### config.mk
export PLATFORM = sky130hd
export DESIGN_NAME = tone_player
export DESIGN_NICKNAME = d
export VERILOG_FILES = /design/src/rtl/tone_player.sv
export SDC_FILE = /design/constraint.sdc
export NUM_CORES = 1
export LEC_CHECK = 0
export ABC_AREA = 1
export CORE_ASPECT_RATIO = 1.2
export CORE_UTILIZATION = 40
export CTS_CLUSTER_SIZE = 8
export DETAILED_ROUTE_END_ITERATION = 16
export PLACE_DENSITY = 0.59
export SYNTH_ARGS = -nofsm -noshare
export SYNTH_HDL_FRONTEND = slang
export SYNTH_SLANG_ARGS = --single-unit
### constraint.sdc
create_clock -name clk -period 4.7 [get_ports clk]
set_input_delay 0.94 -clock clk [delete_from_list [all_inputs] [get_ports clk]]
set_output_delay 0.94 -clock clk [all_outputs]
set_load 0.01 [all_outputs]
### src/rtl/tone_player.sv
// Square-wave note player: accepts a step when note_ready, plays max(len,1) beats then a silent gap; done pulses on IDLE re-entry.
// Holds off upstream (note_ready=0) while playing; TONE_PLAYER_PAUSE_EN adds a pause input that freezes play and blocks accepts.
module tone_player #(
  parameter int DIV_W       = 20,
  parameter int BEAT_CYCLES = 12_500_000,
  parameter int GAP_CYCLES  = 1_000_000,
  parameter int SONG_LEN    = 149
) (
  input  logic             clk,
  input  logic             reset,
`ifdef TONE_PLAYER_PAUSE_EN
  input  logic             pause,
`endif
  input  logic             note_valid,
  input  logic [DIV_W-1:0] note_half,
  input  logic [2:0]       note_len,
  output logic             note_ready,
  output logic             audio,
  output logic             busy,
  output logic             done,
  output logic [7:0]       step_idx
);

  localparam int DUR_W = $clog2(8 * BEAT_CYCLES + 1);
  localparam int GAP_W = $clog2(GAP_CYCLES + 2);
  localparam logic [DUR_W-1:0] BEAT     = DUR_W'(BEAT_CYCLES);
  localparam logic [GAP_W-1:0] GAP_LAST = GAP_W'((GAP_CYCLES > 0) ? GAP_CYCLES - 1 : 0);
  localparam logic [7:0]       IDX_LAST = 8'(SONG_LEN - 1);

  typedef enum logic [1:0] {S_IDLE, S_PLAY, S_GAP} state_t;

  state_t           r_state;
  logic [DIV_W-1:0] r_half;
  logic [2:0]       r_len;
  logic [DIV_W-1:0] r_tone_cnt;
  logic [DUR_W-1:0] r_dur_cnt;
  logic [GAP_W-1:0] r_gap_cnt;
  logic             r_ready;
  logic             r_audio;
  logic             r_busy;
  logic             r_done;
  logic [7:0]       r_idx;

  logic             w_pause;
  logic             w_accept;
  logic [3:0]       w_len_eff;
  logic [DUR_W-1:0] w_dur_last;
  logic             w_tone_wrap;
  logic             w_dur_end;

`ifdef TONE_PLAYER_PAUSE_EN
  assign w_pause = pause;
`else
  assign w_pause = 1'b0;
`endif

  assign note_ready = r_ready & ~w_pause;
  assign audio      = r_audio & ~w_pause;
  assign busy       = r_busy;
  assign done       = r_done;
  assign step_idx   = r_idx;

  assign w_accept    = note_valid & note_ready;
  assign w_len_eff   = (r_len == 3'd0) ? 4'd1 : {1'b0, r_len};
  // len_eff <= 8, and DUR_W holds 8*BEAT, so the product cannot wrap
  assign w_dur_last  = DUR_W'(w_len_eff) * BEAT - DUR_W'(1);
  assign w_tone_wrap = (r_tone_cnt == r_half - DIV_W'(1));
  assign w_dur_end   = (r_dur_cnt == w_dur_last);

  always_ff @(posedge clk or negedge reset) begin
    if (!reset) begin
      r_state    <= S_IDLE;
      r_half     <= '0;
      r_len      <= '0;
      r_tone_cnt <= '0;
      r_dur_cnt  <= '0;
      r_gap_cnt  <= '0;
      r_ready    <= 1'b1;
      r_audio    <= 1'b0;
      r_busy     <= 1'b0;
      r_done     <= 1'b0;
      r_idx      <= IDX_LAST;
    end else begin
      r_done <= 1'b0;
      case (r_state)
        S_IDLE: begin
          if (w_accept) begin
            r_half     <= note_half;
            r_len      <= note_len;
            r_idx      <= (r_idx == IDX_LAST) ? 8'd0 : r_idx + 8'd1;
            r_tone_cnt <= '0;
            r_dur_cnt  <= '0;
            r_audio    <= 1'b0;
            r_ready    <= 1'b0;
            r_busy     <= 1'b1;
            r_state    <= S_PLAY;
          end
        end
        S_PLAY: begin
          if (w_pause) begin
            r_audio <= 1'b0;
          end else begin
            if (r_half != '0) begin
              if (w_tone_wrap) begin
                r_tone_cnt <= '0;
                r_audio    <= ~r_audio;
              end else begin
                r_tone_cnt <= r_tone_cnt + DIV_W'(1);
              end
            end
            if (w_dur_end) begin
              r_audio   <= 1'b0;
              r_dur_cnt <= '0;
              if (GAP_CYCLES > 0) begin
                r_gap_cnt <= '0;
                r_state   <= S_GAP;
              end else begin
                r_busy  <= 1'b0;
                r_ready <= 1'b1;
                r_done  <= 1'b1;
                r_state <= S_IDLE;
              end
            end else begin
              r_dur_cnt <= r_dur_cnt + DUR_W'(1);
            end
          end
        end
        S_GAP: begin
          if (!w_pause) begin
            if (r_gap_cnt == GAP_LAST) begin
              r_gap_cnt <= '0;
              r_busy    <= 1'b0;
              r_ready   <= 1'b1;
              r_done    <= 1'b1;
              r_state   <= S_IDLE;
            end else begin
              r_gap_cnt <= r_gap_cnt + GAP_W'(1);
            end
          end
        end
        default: r_state <= S_IDLE;
      endcase
    end
  end

endmodule
Word level (Yosys, flattened, before mapping)
Index checks and enable logic that the tools add are counted.
Cells by class
  add/sub/neg operators: 6
  $mul: 1
  equal/unequal tests: 12
  muxes and demuxes: 28
  bitwise operators: 2
  reductions and logical operators: 13
Operator list (number)
  20-bit 2-to-1 mux: 5
  20-bit one-hot mux with 2 select lines: 2
  27-bit 2-to-1 mux: 2
  27-bit one-hot mux with 2 select lines: 1
  20-bit by 1-bit adder with 20-bit output, second input constant: 2
  27-bit by 1-bit adder with 27-bit output, second input constant: 1
  27-bit equality test: 1
  27-bit by 1-bit subtractor with 27-bit output, second input constant: 1
  3-bit by 19-bit multiplier with 22-bit output, second input constant: 1
  20-bit equality test: 1
  20-bit equality test, second input constant: 1
  20-bit nonzero test: 1
  20-bit by 1-bit subtractor with 20-bit output, second input constant: 1
  1-bit 2-to-1 mux: 9
  3-bit AND reduction: 3
  8-bit by 1-bit adder with 8-bit output, second input constant: 1
  8-bit equality test, second input constant: 1
  8-bit 2-to-1 mux: 1
  2-bit != test, second input constant: 4
  2-bit 2-to-1 mux: 3
  3-bit != test, second input constant: 2
  1-bit one-hot mux with 2 select lines: 3
  2-bit one-hot mux with 3 select lines: 1
  2-bit AND reduction: 3
  other kinds (9): 11
Word-level totals
  flip-flop bits (word level): 104
  input port bits: 26
  output and inout port bits: 12
  logic and storage cells: 73

Longest topological paths before layout
  word-level depth: 7
  depth in mapped cells: 26
  mapped depth without buffers: 24

Worst setup path before layout
OpenSTA, ideal clock, no wires.
  kind: reg2reg
  start: register r_len[1]
  end: register r_dur_cnt[7]
  library setup time: 122 ps
  arrival time: 3249 ps
  data required time: 4578 ps
  slack: 1330 ps
  stages on the path, launching flop included: 22
  path buffers: 1
  period minus slack after synthesis: 3370 ps
  cells stage by stage: dfrtp_1 inv_2 ha_1 ha_1 ha_1 inv_1 fa_1 inv_1 nand3_1 nand2_1 nand2_1 nand2_1 nand3b_1 clkinv_1 nand3_1 nor2_1 a21oi_1 nor2_2 nand2_2 nand2_4 buf_12 o21ai_2
Between the ends
  longest elaborated chain between the ends: 7
RTL lines
  start: declaration: RTL line 34  | logic [2:0] r_len;
  start signal: assignment: RTL line 89  | r_len <= note_len;
  3-bit zero test: RTL line 64  | assign w_len_eff = (r_len == 3'd0) ? 4'd1 : {1'b0, r_len};
  3-bit 2-to-1 mux (*): RTL line 64
  3-bit by 19-bit multiplier with 22-bit output (*): RTL line 66  | assign w_dur_last = DUR_W'(w_len_eff) * BEAT - DUR_W'(1);
  27-bit by 1-bit subtractor with 27-bit output (*): RTL line 66
  27-bit equality test (*): RTL line 68  | assign w_dur_end = (r_dur_cnt == w_dur_last);
  27-bit 2-to-1 mux (*): RTL line 111  | if (w_dur_end) begin
  27-bit one-hot mux with 2 select lines (*): RTL line 85  | case (r_state)
  end signal: assignment: RTL line 124  | r_dur_cnt <= r_dur_cnt + DUR_W'(1);
  end: declaration: RTL line 36  | logic [DUR_W-1:0] r_dur_cnt;
Mark *: on every way between the ends. The rest lies on a longest branch, timed or not.
A chain may end at the register's enable or synchronous reset.

Worst setup path in the final report
  start: register r_len[1]
  end: register r_audio, in the netlist audio
Between the ends
  longest elaborated chain between the ends: 7
  elaborated cells between the ends (all ways): 10
  classes of those cells: add/sub (1); mul (1); eq/ne (3); mux (3); reduce/logical (2)
RTL lines
  3-bit zero test: RTL line 64
  3-bit 2-to-1 mux (*): RTL line 64
  3-bit by 19-bit multiplier with 22-bit output (*): RTL line 66
  27-bit by 1-bit subtractor with 27-bit output (*): RTL line 66
  27-bit equality test (*): RTL line 68
  3-bit != test (no line) or 1-bit 2-to-1 mux (tied branches)
  4-bit AND reduction (no line) or 1-bit one-hot mux with 2 select lines (tied branches)
  end signal: assignment: RTL line 106  | r_audio <= ~r_audio;
  end: declaration: RTL line 39  | logic r_audio;
Marks and branches as above.

==> flow_summary_export.csv <==
group,metric,value,unit
drt,post_drt_wl_per_cell,14.5,µm
global_routing,grt_max_degree,44,
yosys,synthFlopType,"dfrtp_1",
yosys,synthAdderAreaFrac,3.26,%
pwr,ir_worst_vdd,0.186,mV
timing,fmax,0.245,GHz
place,dpl-instance-area,0.00845,mm²
cells_and_area,multi_input_area,0.00464,mm²
critical_path,worstPathRequired,4.94,ns
yosys,ys_seq_area_share,33.0,%
critical_path,cp_common_cell,"nand2_1",
clock_network,clk_latency,0.36,ns
clock_network,clock_sinks,104,
global_routing,grt_pass1_wl,34400,µm
clock_network,h-tree-depth,3,
yosys,ys_ff_latch,104,
critical_path,crit_slowest_cell,"dfrtp_1",
global_routing,grt_usage,21.5,%
yosys,syn_avg_cell_area,7.05,µm²
pwr,power,0.00171,W
critical_path,r2r-start,"r_len[1]",
critical_path,r2r_end,"audio",
drt,drc_errors,0,
global_routing,grt_pass1_vias,7023,
yosys,syn_inst,1121,
yosys,synth.distinct_cells,46,
cells_and_area,drive_gt1_share,10.3,%
clock_network,cts_resized,0,
clock_network,clockBufferDepth,2,
yosys,synth-async-reset-ratio,100,%
timing,worst-slew-pin-transition,1.03,ns
yosys,synth-xor-area-share,8.42,%
yosys,synth_edf_count,0,
critical_path,critPathCaptureType,"flip-flop",
critical_path,path_class,"reg -> reg",
drt,vias,7129,
critical_path,endpoint,"audio",
floorplanning,io_pins,38,
floorplanning,dieArea,0.0203,mm²
critical_path,critPathMaxStageDelay,0.51,ns
critical_path,worstSetupStartpoint,"r_len[1]",
yosys,synthesis.area,0.00791,mm²
cells_and_area,n_fill_cell,2044,
drt,ant_nets,0,
cells_and_area,seq_area,0.00261,mm²
floorplanning,die_h,156,µm
drt,drtPass1Iterations,5,
cells_and_area,layout_common_cells,"nand2_1 (326), inv_1 (118), nor2_1 (105)",
critical_path,critPathTopFamily,"simple AND/OR/NAND/NOR gates",
timing,setup_viol,0,
pwr,power_leakage,4.16,nW
critical_path,path_buf_inv,4,
cells_and_area,n_antenna_cell,0,
hold_path,hp-class,"in -> async",
drt,drt-vias-per-instance,5.07,
timing,slew_headroom,31.3,%
yosys,synth_top_family_by_area,"simple AND/OR/NAND/NOR gates",
floorplanning,initial_core_util,41.3,%
floorplanning,core_area,0.0191,mm²
clock_network,cts_tree,"built",
yosys,yosysWarnings,0,
drt,routed_wl,20500,µm
critical_path,worstPathArrival,4.33,ns
critical_path,startpoint_type,"flip-flop",
timing,min_period_over_period,87.0,%
cells_and_area,fin_nets,1192,
cells_and_area,final_common_cell,"nand2_1",
clock_network,path_clk_slew,0.08,ns
clock_network,clock-root-buffer,"clkbuf_16",
timing,maxSlewViolCount,0,
critical_path,rrSetupSlack,0.61,ns
floorplanning,rows,55,
critical_path,crit_chain,"inv_2, ha_1, ha_1, ha_1, inv_1, fa_1, inv_1, nand3_1, nand2_1, nand2_1, nand2_1, nand3b_1, clkinv_1, nand3_1, nor2_1, a21oi_1, nor2_2, nand3_4, nand2_1, nor2_1",
floorplanning,die_w,130,µm
outcome,outcome,"complete, no violations",
cells_and_area,fin_util,45.7,%
yosys,synthMuxAreaShare,0,%
critical_path,path_max_fanout,22,
clock_network,post_cts.repair.setup_buffers,0,
global_routing,overflow,0,
pwr,p_per_area,195,mW/mm²
global_routing,antenna_found_initial,0,
clock_network,cts_hold_repair.buffers,0,
yosys,synth_nets,1167,
cells_and_area,finalInstanceArea,0.00875,mm²
timing,rsz0062_at_grt,"false",
clock_network,cts_inserted_buffers,9,
critical_path,cp.depth,20,
run,drv_cap,0,
place,io_buffers,37,
cells_and_area,syn_to_final_growth,10.6,%
place,globalplace.congestion,0.901,
timing,skew,0.00724,ns
drt,drtIter0Drc,477,
place,dp_hpwl,15700,µm
yosys,synth_compound_area_share,6.85,%
yosys,synth-simple-area-share,40.0,%
timing,post-route-min-period,4.09,ns
timing,setup_tns,0,ns
timing,hold_viol,0,
critical_path,reg2reg_depth,20,
[synth_stat cells (7+ instances only)]
library cell	count	area share, %
nand2_1	326	15
inv_1	118	5.6
nor2_1	106	5.0
dfrtp_1	100	32
nand3_1	91	5.8
xor2_1	60	6.6
nand4_1	36	2.8
o21ai_0	34	2.2
nor3_1	30	1.9
nand3_2	22	2.8
ha_1	19	3.0
nand2_2	18	1.4
o21ai_2	18	2.0
xnor2_1	16	1.8
nor4_1	14	1.1
o22ai_1	14	1.1
clkbuf_1	12	0.57
nor2_2	10	0.79
a21oi_1	9	0.57
inv_2	8	0.38
nand3b_1	7	0.66
[layout make-up]
type / count / share of cell area, %
multi-input combinational: 860 / 53.0
sequential: 104 / 29.8
inverter: 130 / 5.59
timing repair buffer: 41 / 4.55
tap: 256 / 3.66
clock buffer: 11 / 2.89
clock inverter: 5 / 0.515
[state kept, by name (all words and copies together), names as in the netlist]
name and count:
busy 1, r_half 20, r_state 2, note_ready 1, r_len 3, step_idx 8, audio 1, r_gap_cnt 20
r_tone_cnt 20, done 1, r_dur_cnt 27
[power by group]
part	switching [W]	total, W	internal, W	leakage (nW)
registers	0	0.000894	0.000894	1.27
logic	0.0000211	0.0000400	0.0000189	2.74
clock network	0.000375	0.000775	0.000400	0.150
total	0.000397	0.00171	0.00131	4.16
[worst min path at each step]
stage / slack [ns] / end
detailed placement: 0.48 / busy
floorplan: 0.47 / r_dur_cnt[1]
global placement: 0.50 / busy
CTS: 0.50 / r_gap_cnt[8]
finish: 0.50 / r_gap_cnt[9]
global route: 0.52 / r_gap_cnt[9]
[kinds of logic after synthesis]
| logic type | after synthesis |
|---|---|
| AND/OR/NAND/NOR | 678 |
| buffers and inverters | 157 |
| flip-flops | 104 |
| AO/OA/AOI/OAI | 86 |
| XOR/XNOR | 76 |
| adder cells (fa/ha/maj) | 20 |
[metal layers]
metal / up-vias / share of wire [%] / track usage, %
met4: 0 / 2.5 / 7.94
met1: 3309 / 45 / 26.6
li1: 3674 / - / -
met2: 115 / 50 / 38.0
met5: - / 0 / 0
met3: 31 / 2.8 / 2.54
[per-stage QoR]
step | setup slack, ns | hold WS [ns] | cells
finish | 0.612 | 0.500 | 1407
global route | 0.255 | 0.517 | 1407
CTS | 0.582 | 0.504 | 1407
detailed placement | 0.606 | 0.484 | 1391
global placement | 0.731 | 0.499 | 1391
floorplan | 1.33 | 0.474 | 1121
No activity file was read; power rests on OpenSTA's default activity.
